--- config.mk ---
export PLATFORM = sky130hd
export DESIGN_NAME = sd_otf_converter
export DESIGN_NICKNAME = d
export VERILOG_FILES = /design/src/rtl/sd_otf_converter.sv
export SDC_FILE = /design/constraint.sdc
export NUM_CORES = 1
export LEC_CHECK = 0
export BUFFER_PORTS_ARGS = -buffer_cell sky130_fd_sc_hd__buf_2
export CORE_ASPECT_RATIO = 1.1
export CORE_MARGIN = 5
export CORE_UTILIZATION = 50
export CTS_BUF_LIST = sky130_fd_sc_hd__clkbuf_4 sky130_fd_sc_hd__clkbuf_8
export DETAILED_ROUTE_END_ITERATION = 6
export GPL_TIMING_DRIVEN = 0
export PLACE_DENSITY = 0.71
export SETUP_SLACK_MARGIN = 0.15
export SLEW_MARGIN = 40
export SYNTH_ARGS = -nofsm -noshare
export SYNTH_HDL_FRONTEND = slang
export SYNTH_SLANG_ARGS = --single-unit
--- constraint.sdc ---
create_clock -name clk -period 4.1 [get_ports clk]
set_input_delay 0.82 -clock clk [delete_from_list [all_inputs] [get_ports clk]]
set_output_delay 0.82 -clock clk [all_outputs]
set_load 0.1 [all_outputs]
--- src/rtl/sd_otf_converter.sv ---
// On-the-fly converter: assembles an MSD-first radix-2 signed-digit stream into a
// two's-complement word using shift-and-select Q/QM registers, one word per frame.
module sd_otf_converter #(
  parameter int N_DIGITS = 16,
  parameter int DISCARD  = 0,
  parameter int CNT_W    = 8
) (
  input  logic                clk,
  input  logic                asyn_reset,
  input  logic [1:0]          p_value,
  input  logic                data_in_vld,
  output logic                data_in_rdy,
  output logic [N_DIGITS:0]   dout,
  output logic                dout_err,
  output logic                data_out_vld,
  input  logic                data_out_rdy
);

  localparam int W = N_DIGITS + 1;
  localparam logic [CNT_W-1:0] LAST_CNT = CNT_W'(N_DIGITS + DISCARD - 1);
  localparam logic [W-1:0]     Q_INIT   = {W{1'b0}};
  localparam logic [W-1:0]     QM_INIT  = {W{1'b1}};

  typedef enum logic {
    ST_COLLECT = 1'b0,
    ST_DONE    = 1'b1
  } state_t;

  generate
    if ((64'd1 << CNT_W) <= 64'(N_DIGITS + DISCARD)) begin : g_cnt_w_chk
      $fatal(1, "CNT_W too narrow for N_DIGITS+DISCARD");
    end
  endgenerate

  // One conversion step: returns {Q_next, QM_next}; code 11 behaves as a zero digit.
  function automatic logic [2*W-1:0] otf_next(input logic [W-1:0] q,
                                               input logic [W-1:0] qm,
                                               input logic [1:0]   code);
    logic [W-1:0] nq;
    logic [W-1:0] nqm;
    case (code)
      2'b10: begin
        nq  = {q[W-2:0], 1'b1};
        nqm = {q[W-2:0], 1'b0};
      end
      2'b01: begin
        nq  = {qm[W-2:0], 1'b1};
        nqm = {qm[W-2:0], 1'b0};
      end
      default: begin
        nq  = {q[W-2:0], 1'b0};
        nqm = {qm[W-2:0], 1'b1};
      end
    endcase
    return {nq, nqm};
  endfunction

  state_t           state_q, state_d;
  logic [W-1:0]     q_q, q_d;
  logic [W-1:0]     qm_q, qm_d;
  logic [CNT_W-1:0] cnt_q, cnt_d;
  logic             err_q, err_d;
  logic             in_rdy_q, in_rdy_d;
  logic             out_vld_q, out_vld_d;
  logic             accept_s;
  logic             take_s;
  logic             in_discard_s;

  assign accept_s = in_rdy_q & data_in_vld;
  assign take_s   = out_vld_q & data_out_rdy;

  generate
    if (DISCARD > 0) begin : g_discard
      assign in_discard_s = (cnt_q < CNT_W'(DISCARD));
    end else begin : g_no_discard
      assign in_discard_s = 1'b0;
    end
  endgenerate

  // Next-state decode for the collect/done frame sequencer and the Q/QM datapath.
  always_comb begin
    state_d = state_q;
    q_d     = q_q;
    qm_d    = qm_q;
    cnt_d   = cnt_q;
    err_d   = err_q;
    case (state_q)
      ST_COLLECT: begin
        if (accept_s) begin
          cnt_d = cnt_q + CNT_W'(1);
          if (p_value == 2'b11) begin
            err_d = 1'b1;
          end else begin
            err_d = err_q;
          end
          if (!in_discard_s) begin
            {q_d, qm_d} = otf_next(q_q, qm_q, p_value);
          end else begin
            q_d  = q_q;
            qm_d = qm_q;
          end
          if (cnt_q == LAST_CNT) begin
            state_d = ST_DONE;
          end else begin
            state_d = ST_COLLECT;
          end
        end else begin
          state_d = ST_COLLECT;
        end
      end
      ST_DONE: begin
        if (take_s) begin
          q_d     = Q_INIT;
          qm_d    = QM_INIT;
          cnt_d   = {CNT_W{1'b0}};
          err_d   = 1'b0;
          state_d = ST_COLLECT;
        end else begin
          state_d = ST_DONE;
        end
      end
      default: begin
        q_d     = Q_INIT;
        qm_d    = QM_INIT;
        cnt_d   = {CNT_W{1'b0}};
        err_d   = 1'b0;
        state_d = ST_COLLECT;
      end
    endcase
    // Handshake flags are registered copies of the next state, so rdy never depends on vld.
    in_rdy_d  = (state_d == ST_COLLECT);
    out_vld_d = (state_d == ST_DONE);
  end

  // State and handshake registers; reset holds both handshakes low.
  always_ff @(posedge clk or negedge asyn_reset) begin
    if (!asyn_reset) begin
      state_q   <= ST_COLLECT;
      q_q       <= Q_INIT;
      qm_q      <= QM_INIT;
      cnt_q     <= {CNT_W{1'b0}};
      err_q     <= 1'b0;
      in_rdy_q  <= 1'b0;
      out_vld_q <= 1'b0;
    end else begin
      state_q   <= state_d;
      q_q       <= q_d;
      qm_q      <= qm_d;
      cnt_q     <= cnt_d;
      err_q     <= err_d;
      in_rdy_q  <= in_rdy_d;
      out_vld_q <= out_vld_d;
    end
  end

  assign data_in_rdy  = in_rdy_q;
  assign data_out_vld = out_vld_q;
  assign dout         = q_q;
  assign dout_err     = err_q;

endmodule
==> flow_summary.ini, run 1 <==
[status]
status = complete, no violations

[die]
top_level_ports = 26
design.core.area_mm2 = 0.004054
die-height_um = 78.41
dieWidth_um = 72.19
std_cell_rows = 24
initial_core_util_pct = 52.47
die_area_mm2 = 0.005660

[timing]
worst_pin_slew_ns = 0.5549
final.min_clock_period_ns = 2.347
max_freq_mhz = 426.1
timing_hold_violations_final = 0
unrepaired_setup_endpoints_after_global_routing = false
setup_tns_ns = 0
number_of_endpoints_failing_setup_at_the_final_stage = 0
slew-limit-headroom_pct = 63.01
timing.final.crit_share_pct = 57.24
timing_max_transition_violations_final = 0
fin_worst_skew_ns = 0.004264

[setup_path]
timing.critical_path.to_type = flip-flop
crit_family = buffers and inverters
reg2regPathDepth = 5
crit_path_slowest_cell = clkbuf_1
critical_path.n_buffers_inverters = 4
critical_path_peak_fanout = 10
biggest_cell_delay_along_the_critical_path_ns = 0.44
cp_cell_sequence = buf_2 -> inv_1 -> ha_1 -> nor2b_1 -> buf_1 -> clkbuf_1 -> a22oi_1 -> o2bb2ai_1
timing_worst_setup_path_type = input pin to flip-flop
startpoint_class = input pin
cp_data_arrival_time_ns = 2.56
cp.required_ns = 4.31
cp.depth = 8

[global_route]
groute.usage.overall_pct = 18.90
grt_overflow = 0
antenna_violations_before_repair = 0
grt_pass1_wl_mm = 8.418
grt_max_degree = 45
via_count_of_the_first_global_routing_pass = 1742

[clocking]
h-tree-depth = 2
cts_hold_repair.buffers = 0
post_cts.resized_instances = 0
tritoncts = done
clock_tree_sinks = 44
post-cts-setup-buffers = 0
cts_made_buffers = 5
insertion_delay_ns = 0.29
cts.root.buffer_cell = clkbuf_8
clock_tree.buffer_depth = 2
worst_setup_hold_path_clk_slew_ns = 0.08

[synth]
synth-seq-cells = 44
synthCells = 193
synth_edf_count = 0
synthesis.nets = 203
synthArstFlopShare_pct = 100.0
netlist_area_mm2 = 0.002127
synth_top_flop_cell = dfrtp_1
number_of_distinct_standard_cells_referenced_by_the_synthesized_netlist = 40
syn-mean-instance-area_um2 = 11.02
synth_seq_area_share_pct = 52.71
yosysWarningCount = 0

[pwr]
p_seq_share_pct = 41.4
cellInternalPower_mw = 0.9557
power-per-cell-area_mw_per_mm2 = 759.9
power.static_leakage_nw = 1.027
net_switching_power_of_the_design_mw = 0.8744
power.clock.fraction_pct = 14.9
power.ir.vdd_worst_uv = 329.1
p_comb_share_pct = 43.7
power.switching_fraction_pct = 47.78

[flow_run]
cap_viol_max_count = 0

[layout]
final_cell_mix = buf_2 (31), dfrtp_1 (28), a21oi_1 (18)
area_growth_pct = 13.24
fillCellCount = 346
layout.cells.most_common = buf_2
final_net_count = 235
multi_input_area_um2 = 895.9
final-seq-area_mm2 = 0.001121
final_core_util_pct = 59.41
drive_gt1_share_pct = 28.32
antennaDiodeCount = 0

[detailed_routing]
detail-route-antenna-nets = 0
drc = 0
via_per_inst = 6.270
first_pass_iters = 4
num_vias = 1743
wirelength_mm = 5.028
drt-initial-drc-count = 120
drt-wirelength-per-cell_um = 18.09

[placement]
gp_congestion = 0.8264
dp_hpwl_mm = 3.386
io_buffers = 25

[worst_hold_path]
hp-class = flip-flop to flip-flop
cell_depth_of_the_worst_min_delay_path = 1
## stage by stage
| stage | instances | instance area (um^2) | total power, mW | setup WS, ns | hold slack (ns) |
|---|---|---|---|---|---|
| after global placement | 270 | 2317 | 1.543 | 1.594 | 0.4691 |
| after floorplan | 193 | 2127 | 1.397 | 1.951 | 0.4881 |
| after CTS | 278 | 2409 | 1.836 | 1.757 | 0.5023 |
| final | 278 | 2409 | 1.830 | 1.753 | 0.5000 |
| after global routing | 278 | 2409 | 1.934 | 1.692 | 0.5226 |
| after detailed placement | 270 | 2320 | 1.564 | 1.477 | 0.4845 |
## path summary, 6_finish.rpt
kind | start | endpoint | slack (ns)
worst min-delay path | dout[16] | dout[16] | 0.50
min in group asynchronous | asyn_reset | dout_err | 0.52
worst min register to register | dout[16] | dout[16] | 0.50
worst max register to register | data_out_vld | qm_q[13] | 2.49
worst max-delay path | p_value[0] | dout[7] | 1.75
max in group asynchronous | asyn_reset | qm_q[3] | 3.20
## cell families (layout without fill, tap and decap cells)
kind of cell | after synthesis | after routing | share of synthesized area, %
DFF | 44 | 44 | 52.71
AOI/OAI and AO/OA | 78 | 78 | 27.18
adders and majority gates | 4 | 4 | 2.353
and+or+nand+nor | 44 | 44 | 12.12
muxes | 1 | 1 | 0.4706
buffers and inverters | 22 | 55 | 5.176
## sequential cells by signal, indices dropped and copies added, names as in the netlist
| register | count |
|---|---|
| data_in_rdy | 1 |
| qm_q | 16 |
| data_out_vld | 1 |
| cnt_q | 8 |
| dout | 17 |
| dout_err | 1 |
## power groups by stage
stage | Sequential (mW) | Combinational (mW) | Clock [mW]
2_1_floorplan | 1.12 | 0.278 | 0
3_3_place_gp | 0.754 | 0.788 | 0
3_5_place_dp | 0.761 | 0.802 | 0
4_1_cts | 0.753 | 0.804 | 0.279
5_1_grt | 0.783 | 0.845 | 0.306
6_report | 0.757 | 0.801 | 0.272
## cell usage after synthesis, types with 7 or more instances
cell / instances / area (um^2)
o2bb2ai_1: 16 / 140.1
a221oi_1: 15 / 131.4
a21oi_1: 18 / 90.09
nor3_1: 15 / 75.07
dfstp_2: 16 / 420.4
dfrtp_1: 28 / 700.7
a22oi_1: 16 / 120.1
nand2_1: 7 / 26.28
clkbuf_1: 7 / 26.28
buf_2: 7 / 35.03
## worst reg2reg max path, cell delays in order, from the launching register on
cell and delay [ns]:
dfrtp_1 0.38, buf_6 0.15, nand2_1 0.18, nand2_1 0.26
clkbuf_1 0.42, a21oi_1 0.14
## final cells by class
class,instances,share of cell area (%)
Multi-Input combinational cell,127,37.19
Clock buffer,7,3.481
Sequential cell,44,46.55
Tap cell,52,2.701
Buffer,18,3.948
Clock inverter,1,0.2078
Timing Repair Buffer,25,5.299
Inverter,4,0.6234
## routing by layer
layer / part of all wire, % / vias up / track usage [%]
li1: - / 817 / -
met1: 44 / 862 / 24.34
met2: 49 / 59 / 30.69
met3: 5.9 / 5 / 3.321
met4: 1.3 / 0 / 8.835
met5: 0 / - / 0
(Power assumes the default switching activity.)
==> inputs of run 2 (changes only) <==
- ABC_AREA: default -> 1
- PLACE_DENSITY: 0.71 -> 0.74
- clock period: 4.1 -> 1.9 ns (I/O delays scaled with it)
==> run 2 against run 1 <==
  * Critical path depth decreased by 7
  * Utilization grew 0.36 points
  * Global-route usage increased by 0.59 points
  * Non-clock buffer count decreased by 7
  * Sequential share of layout area down 3.3 points
  * Clock-buffer cell count is the same
  * Synthesized cell count rose by 50%
  * Sequential cell count did not move
  * Setup slack worse by 1.4 ns
==> flow_summary.ini, run 2 <==
[layout]
final_cell_count_no_fill = 376
layout.cells.most_common = nand2_1
area_growth_pct = 14.25
largest_register_ff_count = 17
fillCellCount = 409
drive_gt1_share_pct = 22.05
final_net_count = 331
stdcell_area_mm2 = 0.002599
antennaDiodeCount = 0
final_cell_mix = nand2_1 (102), nor2_1 (29), buf_2 (26), dfrtp_1 (26), inv_1 (25)
final_core_util_pct = 59.77

[global_route]
antenna_violations_before_repair = 0
grt_pass1_wl_mm = 8.907
groute.usage.overall_pct = 19.49
grt_max_degree = 45
via_count_of_the_first_global_routing_pass = 1878
grt_overflow = 0

[timing]
max_freq_mhz = 642.5
worst_pin_slew_ns = 0.5465
slew-limit-headroom_pct = 63.57
fin_ws_ns = 0.3436
fin_worst_skew_ns = 0.01012
timing.final.crit_share_pct = 81.92
setup_tns_ns = 0
number_of_endpoints_failing_setup_at_the_final_stage = 0
timing_max_transition_violations_final = 0
hold-worst-slack_ns = 0.05790
timing_hold_violations_final = 0
final.min_clock_period_ns = 1.556
unrepaired_setup_endpoints_after_global_routing = false

[detailed_routing]
drt-wirelength-per-cell_um = 13.98
via_per_inst = 5.229
drc = 0
wirelength_mm = 5.255
detail-route-antenna-nets = 0
drt-initial-drc-count = 93
num_vias = 1966
first_pass_iters = 5

[synth]
synth_edf_count = 0
yosysTopAreaCell = dfrtp_1
number_of_distinct_standard_cells_referenced_by_the_synthesized_netlist = 23
synth_top_flop_cell = dfrtp_1
netlist_area_mm2 = 0.002275
synth-seq-cells = 44
synthesis.nets = 299
post-synth-top-count-cell = nand2_1
synth_seq_area_share_pct = 49.28
yosysWarningCount = 0
synthCells = 289
synthTopCellsByArea = dfrtp_1 (31%), dfstp_2 (18%), nand2_1 (17%)
post-synth-top-area-fraction_pct = 30.80
syn-mean-instance-area_um2 = 7.871
synth_top_cells_by_count = nand2_1 (102), nor2_1 (29), dfrtp_1 (28)
synthArstFlopShare_pct = 100.0

[clocking]
cts_made_buffers = 5
cts_hold_repair.buffers = 0
post-cts-setup-buffers = 0
h-tree-depth = 2
clock_tree_sinks = 44
tritoncts = done
clock_tree.buffer_depth = 2
cts.root.buffer_cell = clkbuf_8
insertion_delay_ns = 0.30
post_cts.resized_instances = 0
worst_setup_hold_path_clk_slew_ns = 0.08

[setup_path]
cp_data_arrival_time_ns = 1.18
timing.critical_path.to_type = primary output
biggest_cell_delay_along_the_critical_path_ns = 0.46
crit_family = buffers and inverters
timing_worst_setup_path_type = flip-flop to primary output
critical_path_peak_fanout = 4
cp_cell_sequence = buf_2
startpoint_class = flip-flop
crit_path_slowest_cell = buf_2
cp.required_ns = 1.52
critical_path.n_buffers_inverters = 1

[die]
dieWidth_um = 74.31
design.core.area_mm2 = 0.004348
initial_core_util_pct = 52.32
die_area_mm2 = 0.006000
die-height_um = 80.74
std_cell_rows = 25
top_level_ports = 26

[worst_hold_path]
hp-class = input pin to async pin

[pwr]
power-per-cell-area_mw_per_mm2 = 1575
power.ir.vdd_worst_uv = 860.7
power_mw = 4.094
power.static_leakage_nw = 1.247

[placement]
gp_congestion = 0.8170
placed_cells_incl_taps = 368
postPlaceCellArea_mm2 = 0.002472
dp_hpwl_mm = 3.486
io_buffers = 25
detailedPlace.worstSlack_ns = 0.1302

[flow_run]
cap_viol_max_count = 0

[status]
status = complete, no violations
## run 2: cell count changes after synthesis, sizes merged, moves of 5 or more
cell,before,now
nor2,4,32
inv,4,28
a221oi,15,0
o2bb2ai,16,0
nand2,7,105
nand3,4,9
o211ai,1,15
a22oi,16,0
nor3,15,0
clkbuf,7,1
o21ai,3,19
## run 2: area by class of cell
class	instances	area, um^2	share of cell area (%)
inverters	28	105.1	4.044
multi-input cells	206	963.4	37.07
plain buffers	11	85.08	3.274
well taps	54	67.56	2.600
clock buffers	7	96.34	3.707
clock inverters	1	30.03	1.156
repair buffers	25	127.6	4.911
flip-flops and latches	44	1124	43.24
## run 2: logic make-up (layout without fill, tap and decap cells)
logic type	Yosys count	count (layout)	synth area share, %
compound gates	55	55	14.03
buf+inv	39	72	8.361
simple gates	147	147	26.13
fa+ha+maj	4	4	2.200
flops	44	44	49.28
## run 2: path summary, 6_finish.rpt
path                                      to         start  cells past startpoint  slack [ns]
worst max register to register      dout[14]  data_out_vld                      7        0.49
worst min-delay path                 dout[6]    asyn_reset                      1        0.06
max in group asynchronous        data_in_rdy    asyn_reset                      1        1.43
worst max-delay path                 dout[1]       dout[1]                      1        0.34
min in group clk                data_out_vld  data_out_rdy                      2        0.29
worst min register to register      qm_q[11]      qm_q[11]                      2        0.47
## run 2: routing by layer
layer	global-route usage, %	up-vias	wire (um)	part of all wire [%]
li1	-	980	-	-
met1	25.12	932	2332	44
met2	32.45	49	2556	49
met3	4.455	5	308	5.9
met4	6.228	0	57	1.1
met5	0	-	0	0
## run 2: power by group
part	switching [mW]	leakage (nW)	internal (mW)
clock	0.324	0.0645	0.464
sequential	0.231	0.524	1.35
combinational	1.32	0.658	0.405
## run 2: worst register-to-register path, cell delays in order (launching register included)
cell     delay (ns)
dfrtp_2        0.44
inv_2          0.18
nand3_4        0.17
nand2_2        0.12
inv_2          0.08
buf_4          0.18
nand2_1        0.06
o21ai_1        0.05
==> inputs of run 3 (changes only) <==
- clock period: 1.9 -> 1.26 ns (I/O delays scaled with it)
==> run 3 against run 2 <==
  * The flow now finishes with violations (negative setup slack)
  * First-iteration DRC count increased by 63%
  * Clock skew rose by 0.0020 ns
  * Cell area up 29%
  * Combinational power up 120%
  * Final cell count increased by 9.6%
  * Via count rose by 11%
  * Register-to-register slack got worse by 0.54 ns
  * Sequential share of layout area fell by 8.9 points
  * Utilization rose by 17 points
  * Non-clock buffer count up 35
  * Highest routed layer unchanged
==> flow_summary.ini, run 3 (synthesis results as in run 2) <==
[clocking]
clock_tree.buffer_depth = 2
h-tree-depth = 2
worst_setup_hold_path_clk_slew_ns = 0.09
tritoncts = done
cts.root.buffer_cell = clkbuf_8
clock_tree_sinks = 44
cts_made_buffers = 5
insertion_delay_ns = 0.30

[timing]
fin_worst_skew_ns = 0.01213
final.min_clock_period_ns = 1.306
fin_ws_ns = -0.04566
setup_tns_ns = -0.8156
timing_max_transition_violations_final = 0
worst_pin_slew_ns = 0.5537
timing_hold_violations_final = 0
timing.final.crit_share_pct = 103.6
slew-limit-headroom_pct = 63.08
number_of_endpoints_failing_setup_at_the_final_stage = 35
max_freq_mhz = 765.9
unrepaired_setup_endpoints_after_global_routing = true

[global_route]
grt_max_degree = 45
groute.usage.overall_pct = 21.58
grt_overflow = 0
grt_pass1_wl_mm = 9.942
antenna_violations_before_repair = 0
via_count_of_the_first_global_routing_pass = 2139

[die]
top_level_ports = 26
dieWidth_um = 74.31
initial_core_util_pct = 52.32
die_area_mm2 = 0.006000
die-height_um = 80.74
design.core.area_mm2 = 0.004348
std_cell_rows = 25

[pwr]
power_mw = 7.329
power.ir.vdd_worst_uv = 1691
power.static_leakage_nw = 1.525
power-per-cell-area_mw_per_mm2 = 2189

[setup_path]
timing_worst_setup_path_type = flip-flop to flip-flop
cp_cell_sequence = inv_8 -> nand3_4 -> nand2_4 -> buf_8 -> buf_8 -> nand2_1 -> nand2_1
biggest_cell_delay_along_the_critical_path_ns = 0.54
reg2regPathDepth = 7
startpoint_class = flip-flop
crit_path_slowest_cell = dfrtp_4
timing.critical_path.to_type = flip-flop
crit-reg2reg-capture = qm_q[13]
worst_r2r_start = data_out_vld
cp_data_arrival_time_ns = 1.55
critical_path_peak_fanout = 10
cp.required_ns = 1.50
startpoint = data_out_vld
register_to_register_setup_slack_ns = -0.05

[placement]
io_buffers = 25
dp_hpwl_mm = 3.440
gp_congestion = 0.8138

[layout]
fillCellCount = 297
layout.cells.most_common = nand2_1
final_core_util_pct = 77.01
largest_register_ff_count = 17
final-seq-area_mm2 = 0.001151
antennaDiodeCount = 0
drive_gt1_share_pct = 38.27
final_net_count = 367
final_cell_mix = nand2_1 (97), buf_4 (35), nor2_1 (26), inv_1 (25), buf_12 (19)
area_growth_pct = 47.19
multi_input_area_mm2 = 0.001042

[flow_run]
cap_viol_max_count = 0

[detailed_routing]
drt-initial-drc-count = 152
detail-route-antenna-nets = 0
drt-wirelength-per-cell_um = 15.11
drc = 0
wirelength_mm = 6.226
first_pass_iters = 4
via_per_inst = 5.289
num_vias = 2179

[worst_hold_path]
cell_depth_of_the_worst_min_delay_path = 2
hp-class = input pin to flip-flop
min_from = data_out_rdy
worstHoldEndpoint = data_out_vld

[status]
failed_checks = negative setup slack
status = finished, violations left
run 3: cell count changes in the layout (fill, tap and decap cells not counted), sizes merged:
| cell | change |
|---|---|
| clkinv | +1 |
| nor2 | +1 |
| clkbuf | +1 |
| buf | +32 |
| dlygate4sd3 | +1 |
run 3: routing by layer:
metal	routed length [um]	global-route usage, %	share of wire [%]	up-vias
met1	2677	26.23	43	1051
met5	0	0	0	-
met4	116	9.253	1.9	0
met2	3173	37.06	51	56
met3	259	4.208	4.2	11
li1	-	-	-	1061
run 3: worst max-delay path, delay by kind of cell, from the launching register on:
family | cells | cell delay, ns
buffers and inverters | 3 | 0.33
DFF | 1 | 0.54
and+or+nand+nor | 4 | 0.37
run 3: how the worst max path moves through the flow:
stage                              end  slack [ns]
after detailed placement      qm_q[13]       -0.40
after CTS                 data_out_vld       -0.03
after global routing          qm_q[13]        -0.1
after global placement        qm_q[10]       -0.38
final                         qm_q[13]       -0.05
after floorplan               dout[10]       -0.13
run 3: power by group:
part / internal, mW / switching, mW
sequential: 2.06 / 0.386
combinational: 1.47 / 2.25
clock: 0.649 / 0.507
total: 4.19 / 3.14
run 3: layout make-up:
type | count | share of cell area, %
sequential | 44 | 34.38
multi-input combinational | 207 | 31.13
clock inverter | 2 | 1.158
timing repair buffer | 60 | 21.60
clock buffer | 6 | 2.466
inverter | 28 | 3.513
tap | 54 | 2.018
buffer | 11 | 3.737
run 3: metrics by stage:
stage | instances | area [um^2] | setup slack (ns) | hold WS [ns]
floorplan | 289 | 2325 | -0.1340 | -0.04359
global placement | 368 | 2517 | -0.3771 | 0.4546
detailed placement | 368 | 2520 | -0.4035 | 0.2828
CTS | 405 | 3218 | -0.03430 | 0.1668
global route | 412 | 3348 | -0.09896 | 0.1833
finish | 412 | 3348 | -0.04566 | 0.1976
run 3: timing repair:
item,in CTS,in global routing
hold buffers,1,0
resized for setup,99,15
endpoints found under the setup margin,64,64
buffers inserted,27,5
gates cloned,1,2
pin swaps,7,2
hold endpoints to repair,28,0
